==> src/rtl/sha3_sponge_ctrl.sv <==
// Sponge sequencer for the SHA3-512 core: clears the state, alternates absorb and
// Keccak-f permutation rounds until the padded final block is folded in, then flags the digest.
module sha3_sponge_ctrl #(
  parameter int RATE_BYTES   = 72,
  parameter int PERM_TIMEOUT = 1023,
  parameter int CNT_W        = 16
) (
  input  logic             clk,
  input  logic             rst,
  input  logic             start,
  input  logic             abort,
  input  logic             msg_last,
  input  logic             buf_empty,
  input  logic             abs_done,
  input  logic [6:0]       abs_count,
  input  logic             perm_done,
  output logic             abs_go,
  output logic             abs_kill,
  output logic             abs_data_done,
  output logic             perm_go,
  output logic [1:0]       state_sel,
  output logic             state_clear,
  output logic             busy,
  output logic             digest_valid,
  output logic [CNT_W-1:0] block_count,
  output logic             error
);

  typedef enum logic [2:0] {
    S_IDLE, S_CLEAR, S_ABSORB, S_WAIT_ABS, S_PERMUTE, S_WAIT_PERM, S_DONE, S_ERROR
  } state_t;

  localparam logic [1:0] SEL_HOLD = 2'd0;
  localparam logic [1:0] SEL_ABS  = 2'd1;
  localparam logic [1:0] SEL_PERM = 2'd2;

  localparam int             WD_W     = $clog2(PERM_TIMEOUT + 1);
  localparam logic [WD_W-1:0] WD_LAST  = WD_W'(PERM_TIMEOUT - 1);
  localparam logic [7:0]      RATE_LIM = 8'(RATE_BYTES);

  state_t          state;
  logic            final_q;
  logic [WD_W-1:0] wd_cnt;

  // abs_data_done doubles as the sticky last-byte flag handed to the absorber for padding.
  always_ff @(posedge clk) begin
    // NOTE: all state here uses non-blocking assignments so every branch reads pre-edge values.
    if (!rst) begin
      state         <= S_IDLE;
      final_q       <= 1'b0;
      wd_cnt        <= '0;
      abs_go        <= 1'b0;
      abs_kill      <= 1'b0;
      abs_data_done <= 1'b0;
      perm_go       <= 1'b0;
      state_sel     <= SEL_HOLD;
      state_clear   <= 1'b0;
      busy          <= 1'b0;
      digest_valid  <= 1'b0;
      block_count   <= '0;
      error         <= 1'b0;
    end else begin
      abs_go      <= 1'b0;
      perm_go     <= 1'b0;
      state_clear <= 1'b0;
      abs_kill    <= 1'b0;
      if (abort) begin
        state         <= S_IDLE;
        abs_kill      <= 1'b1;
        abs_data_done <= 1'b0;
        final_q       <= 1'b0;
        block_count   <= '0;
        digest_valid  <= 1'b0;
        error         <= 1'b0;
        busy          <= 1'b0;
        state_sel     <= SEL_HOLD;
      end else begin
        if (busy && msg_last) abs_data_done <= 1'b1;
        unique case (state)
          S_IDLE, S_DONE, S_ERROR: begin
            if (start) begin
              state        <= S_CLEAR;
              state_clear  <= 1'b1;
              busy         <= 1'b1;
              block_count  <= '0;
              digest_valid <= 1'b0;
              error        <= 1'b0;
            end
          end
          S_CLEAR: begin
            abs_data_done <= 1'b0;
            final_q       <= 1'b0;
            state         <= S_ABSORB;
            abs_go        <= 1'b1;
          end
          S_ABSORB: begin
            state     <= S_WAIT_ABS;
            state_sel <= SEL_ABS;
          end
          S_WAIT_ABS: begin
            if (abs_done) begin
              state_sel <= SEL_HOLD;
              if ({1'b0, abs_count} > RATE_LIM) begin
                state <= S_ERROR;
                error <= 1'b1;
                busy  <= 1'b0;
              end else begin
                // Final only if the host had already flagged the last byte and nothing is queued.
                final_q <= abs_data_done & buf_empty;
                state   <= S_PERMUTE;
                perm_go <= 1'b1;
              end
            end
          end
          S_PERMUTE: begin
            state     <= S_WAIT_PERM;
            state_sel <= SEL_PERM;
            wd_cnt    <= '0;
          end
          S_WAIT_PERM: begin
            if (perm_done) begin
              state_sel <= SEL_HOLD;
              if (block_count != '1) block_count <= block_count + 1'b1;
              if (final_q) begin
                state        <= S_DONE;
                digest_valid <= 1'b1;
                busy         <= 1'b0;
              end else begin
                state  <= S_ABSORB;
                abs_go <= 1'b1;
              end
            end else if (wd_cnt == WD_LAST) begin
              state     <= S_ERROR;
              state_sel <= SEL_HOLD;
              error     <= 1'b1;
              busy      <= 1'b0;
            end else begin
              wd_cnt <= wd_cnt + 1'b1;
            end
          end
          default: begin
            state     <= S_IDLE;
            busy      <= 1'b0;
            state_sel <= SEL_HOLD;
          end
        endcase
      end
    end
  end

endmodule

==> config.mk <==
export PLATFORM = sky130hd
export DESIGN_NAME = sha3_sponge_ctrl
export DESIGN_NICKNAME = d
export VERILOG_FILES = /design/src/rtl/sha3_sponge_ctrl.sv
export SDC_FILE = /design/constraint.sdc
export NUM_CORES = 1
export LEC_CHECK = 0
export CAP_MARGIN = 20
export CORE_UTILIZATION = 50
export DETAILED_ROUTE_END_ITERATION = 10
export PLACE_DENSITY = 0.76
export REMOVE_ABC_BUFFERS = 1
export SYNTH_ARGS = -nofsm -noshare
export SYNTH_HDL_FRONTEND = slang
export SYNTH_SLANG_ARGS = --single-unit
==> constraint.sdc <==
create_clock -name clk -period 1.95 [get_ports clk]
set_clock_uncertainty 0.05 [all_clocks]
set_input_delay 0.195 -clock clk [delete_from_list [all_inputs] [get_ports clk]]
set_output_delay 0.195 -clock clk [all_outputs]
set_load 0.01 [all_outputs]
==> flow_summary.json <==
{
  "status": "finished, final reports clean",
  "async_reset_ff_share_pct": 0,
  "drive_above_1_share_pct": 23.4,
  "fillers": 336,
  "crit_type": "reg -> reg",
  "tightest_slew_ns": 0.460,
  "cts_root_buffer": "clkbuf_8",
  "synth.top_cells.by_count": "dfxtp_1 (40), nand2_1 (19), nor2_1 (18)",
  "crit_path_start_kind": "register",
  "slowest_stage": "dfxtp_2",
  "path_cells": "inv_2, ha_4, nand4_1, o31ai_4, buf_6, o221ai_4, o31ai_1, a21oi_1",
  "grt_use_total_pct": 26.0,
  "critPathBufInv": 2,
  "grt_pass1_wl_mm": 10.4,
  "drt-initial-drc-count": 174,
  "hold-path-cell-count": 3,
  "synth_top_area_share_pct": 34.4,
  "yosys_warnings": 0,
  "final.setup.tns_ns": 0,
  "synth_area_leaders": "dfxtp_1 (34%), a21oi_1 (3.7%), nand2_1 (3.1%)",
  "cts_buffer_depth": 2,
  "io_pins": 41,
  "htree_levels": 2,
  "pre_cts_ws_ns": -0.0413,
  "die-width_um": 70.2,
  "slew_headroom_pct": 69.2,
  "syn_to_final_growth_pct": 38.2,
  "place_congestion": 0.880,
  "port_buffers": 40,
  "wl_mm": 6.31,
  "antenna_left": 0,
  "yosysMostFrequentCell": "dfxtp_1",
  "worst_r2r_path_depth": 8,
  "finalWorstPathRequiredPeriod_ns": 1.88,
  "cpPeakStageDelay_ns": 0.33,
  "core-area_um2": 4410,
  "ys_seq_area_share_pct": 34.4,
  "drt-pass1-iter-count": 4,
  "grt-ovfl-total": 0,
  "path_delay_family": "compound AO/OA/AOI/OAI gates",
  "fp.dieH_um": 70.2,
  "finalHoldViolations": 0,
  "irDropWorstVdd_mv": 0.404,
  "layout.nets": 361,
  "cp.arrival_ns": 2.02,
  "slew_viol_final": 0,
  "hold_class": "in -> reg",
  "num_rows": 24,
  "diodes": 0,
  "timing.fmax_ghz": 0.531,
  "cts_tree": "built",
  "powerDensity_nw_per_um2": 484,
  "synth-seq-cells": 40,
  "r2r_setup_slack_ns": 0.07,
  "reg2reg_from": "wd_cnt[0]",
  "avgSynthCellArea_um2": 8.81,
  "antenna_found_initial": 0,
  "vias_per_cell": 6.07,
  "netlist-cell-type-count": 66,
  "cts_sinks": 40,
  "maxCapViolCount": 0,
  "hold_start": "buf_empty",
  "dieArea_um2": 4930,
  "setup_viol": 0,
  "insertion_delay_ns": 0.30,
  "vias": 2390,
  "drc_errors": 0,
  "holdPathEnd": "final_q",
  "path_clk_slew_ns": 0.08,
  "critical_path.endpoint_type": "register",
  "fin_crit_sh_pct": 96.7,
  "synth_cells": 264,
  "cts-buffers-inserted": 5,
  "crit_path_max_fanout": 7,
  "start_util_pct": 52.7,
  "netlist_area_um2": 2330,
  "fin_ws_ns": 0.0650,
  "synth_top_cell_by_area": "dfxtp_1",
  "dp_hpwl_mm": 4.35,
  "synth_edf_count": 0,
  "synth_flop_cell": "dfxtp_1",
  "r2r_end": "busy",
  "grt_max_degree": 19,
  "required_ns": 2.09,
  "avgRoutedWirePerCell_um": 16.0,
  "path_depth": 8,
  "p_leak_uw": 0.00117,
  "grt_pass1_vias": 2202
}
==> what timing repair did <==
| item | CTS | global route |
|---|---|---|
| setup endpoints to repair | 0 | 21 |
| resized for setup | 0 | 13 |
| hold buffers | 0 | 0 |
| hold endpoints to repair | 0 | 0 |
| setup buffers | 0 | 5 |
==> kinds of logic after synthesis <==
family | Yosys count | synth area share (%)
DFF | 40 | 34.4
adders and majority gates | 4 | 2.15
muxes | 2 | 0.914
AOI/OAI and AO/OA | 85 | 29.6
xor gates and xnor gates | 7 | 2.64
buffers and inverters | 22 | 4.73
and+or+nand+nor | 104 | 25.5
==> state kept, by name, summed over array words and instances, names as in the netlist <==
register	flops
abs_data_done	1
abs_go	1
abs_kill	1
block_count	16
busy	1
digest_valid	1
error	1
final_q	1
perm_go	1
state	3
state_clear	1
state_sel	2
wd_cnt	10
==> through the flow <==
step                      area [um2]  std cells  power [uW]  hold WS [ns]  utilization [%]
after floorplan                 2240        248         921         0.263                -
after global routing            3210        394        1600         0.423             72.8
after global placement          3030        382        1010         0.404             68.7
after CTS                       3110        389        1540         0.407             70.4
after detailed placement        3030        382        1020         0.410             68.7
final                           3210        394        1560         0.408             72.8
==> how the worst max path moves through the flow <==
stage,slack [ns],endpoint,start
6_report,0.07,busy,wd_cnt[0]
5_1_grt,-0.04,busy,wd_cnt[0]
4_1_cts,0.008,block_count[5],block_count[1]
3_5_place_dp,-0.04,block_count[12],start
3_3_place_gp,-0.008,block_count[12],start
2_1_floorplan,-0.30,block_count[3],state[2]
==> placed cells by master, fill, tap and decap left out, types with 3 or more instances in the layout <==
cell type / Yosys / final
a211oi_1: 6 / 5
nand4b_1: 3 / 3
o31ai_1: 4 / 4
o21a_1: 3 / 3
clkbuf_8: 0 / 5
nor2b_1: 4 / 4
clkdlybuf4s50_1: 0 / 40
nand3b_1: 3 / 3
nor2_1: 18 / 18
dfxtp_1: 40 / 38
nor3b_1: 5 / 5
inv_1: 6 / 5
o21ai_0: 10 / 10
a311oi_1: 4 / 4
a31oi_1: 9 / 9
a21oi_1: 17 / 17
buf_4: 2 / 45
and2_1: 5 / 5
and3_1: 5 / 4
nand2b_1: 4 / 4
nand2_1: 19 / 19
xnor2_1: 7 / 7
nand3_1: 13 / 13
and4_1: 3 / 3
nor3_1: 6 / 6
nand4_1: 4 / 4
==> power breakdown <==
part | total (uW) | leakage [uW] | internal (uW) | switching, uW
sequential | 825 | 0.000324 | 822 | 3.53
combinational | 188 | 0.000807 | 97.2 | 90.8
clock | 542 | 0.0000410 | 244 | 299
==> final cells by class <==
cell class / count / area (um2) / area share (%)
well taps: 52 / 65.1 / 2.02
inverters: 6 / 22.5 / 0.701
repair buffers: 87 / 769 / 23.9
clock inverters: 1 / 5.00 / 0.156
flip-flops and latches: 40 / 803 / 25.0
multi-input cells: 202 / 1480 / 45.9
clock buffers: 6 / 72.6 / 2.26
==> per-layer routing <==
layer	vias up	global-route usage (%)	wire length [um]
met3	11	5.05	348
met2	95	45.6	3100
met4	0	8.22	130
met1	1123	31.9	2720
met5	-	0	0
li1	1161	-	-
==> worst register-to-register path, cell delays in order (launching register included) <==
cell and delay (ns):
dfxtp_2 0.33, inv_2 0.07, ha_4 0.13, nand4_1 0.19
o31ai_4 0.30, buf_6 0.17, o221ai_4 0.15, o31ai_1 0.28
a21oi_1 0.09
Power figures use the tool's default switching activity.
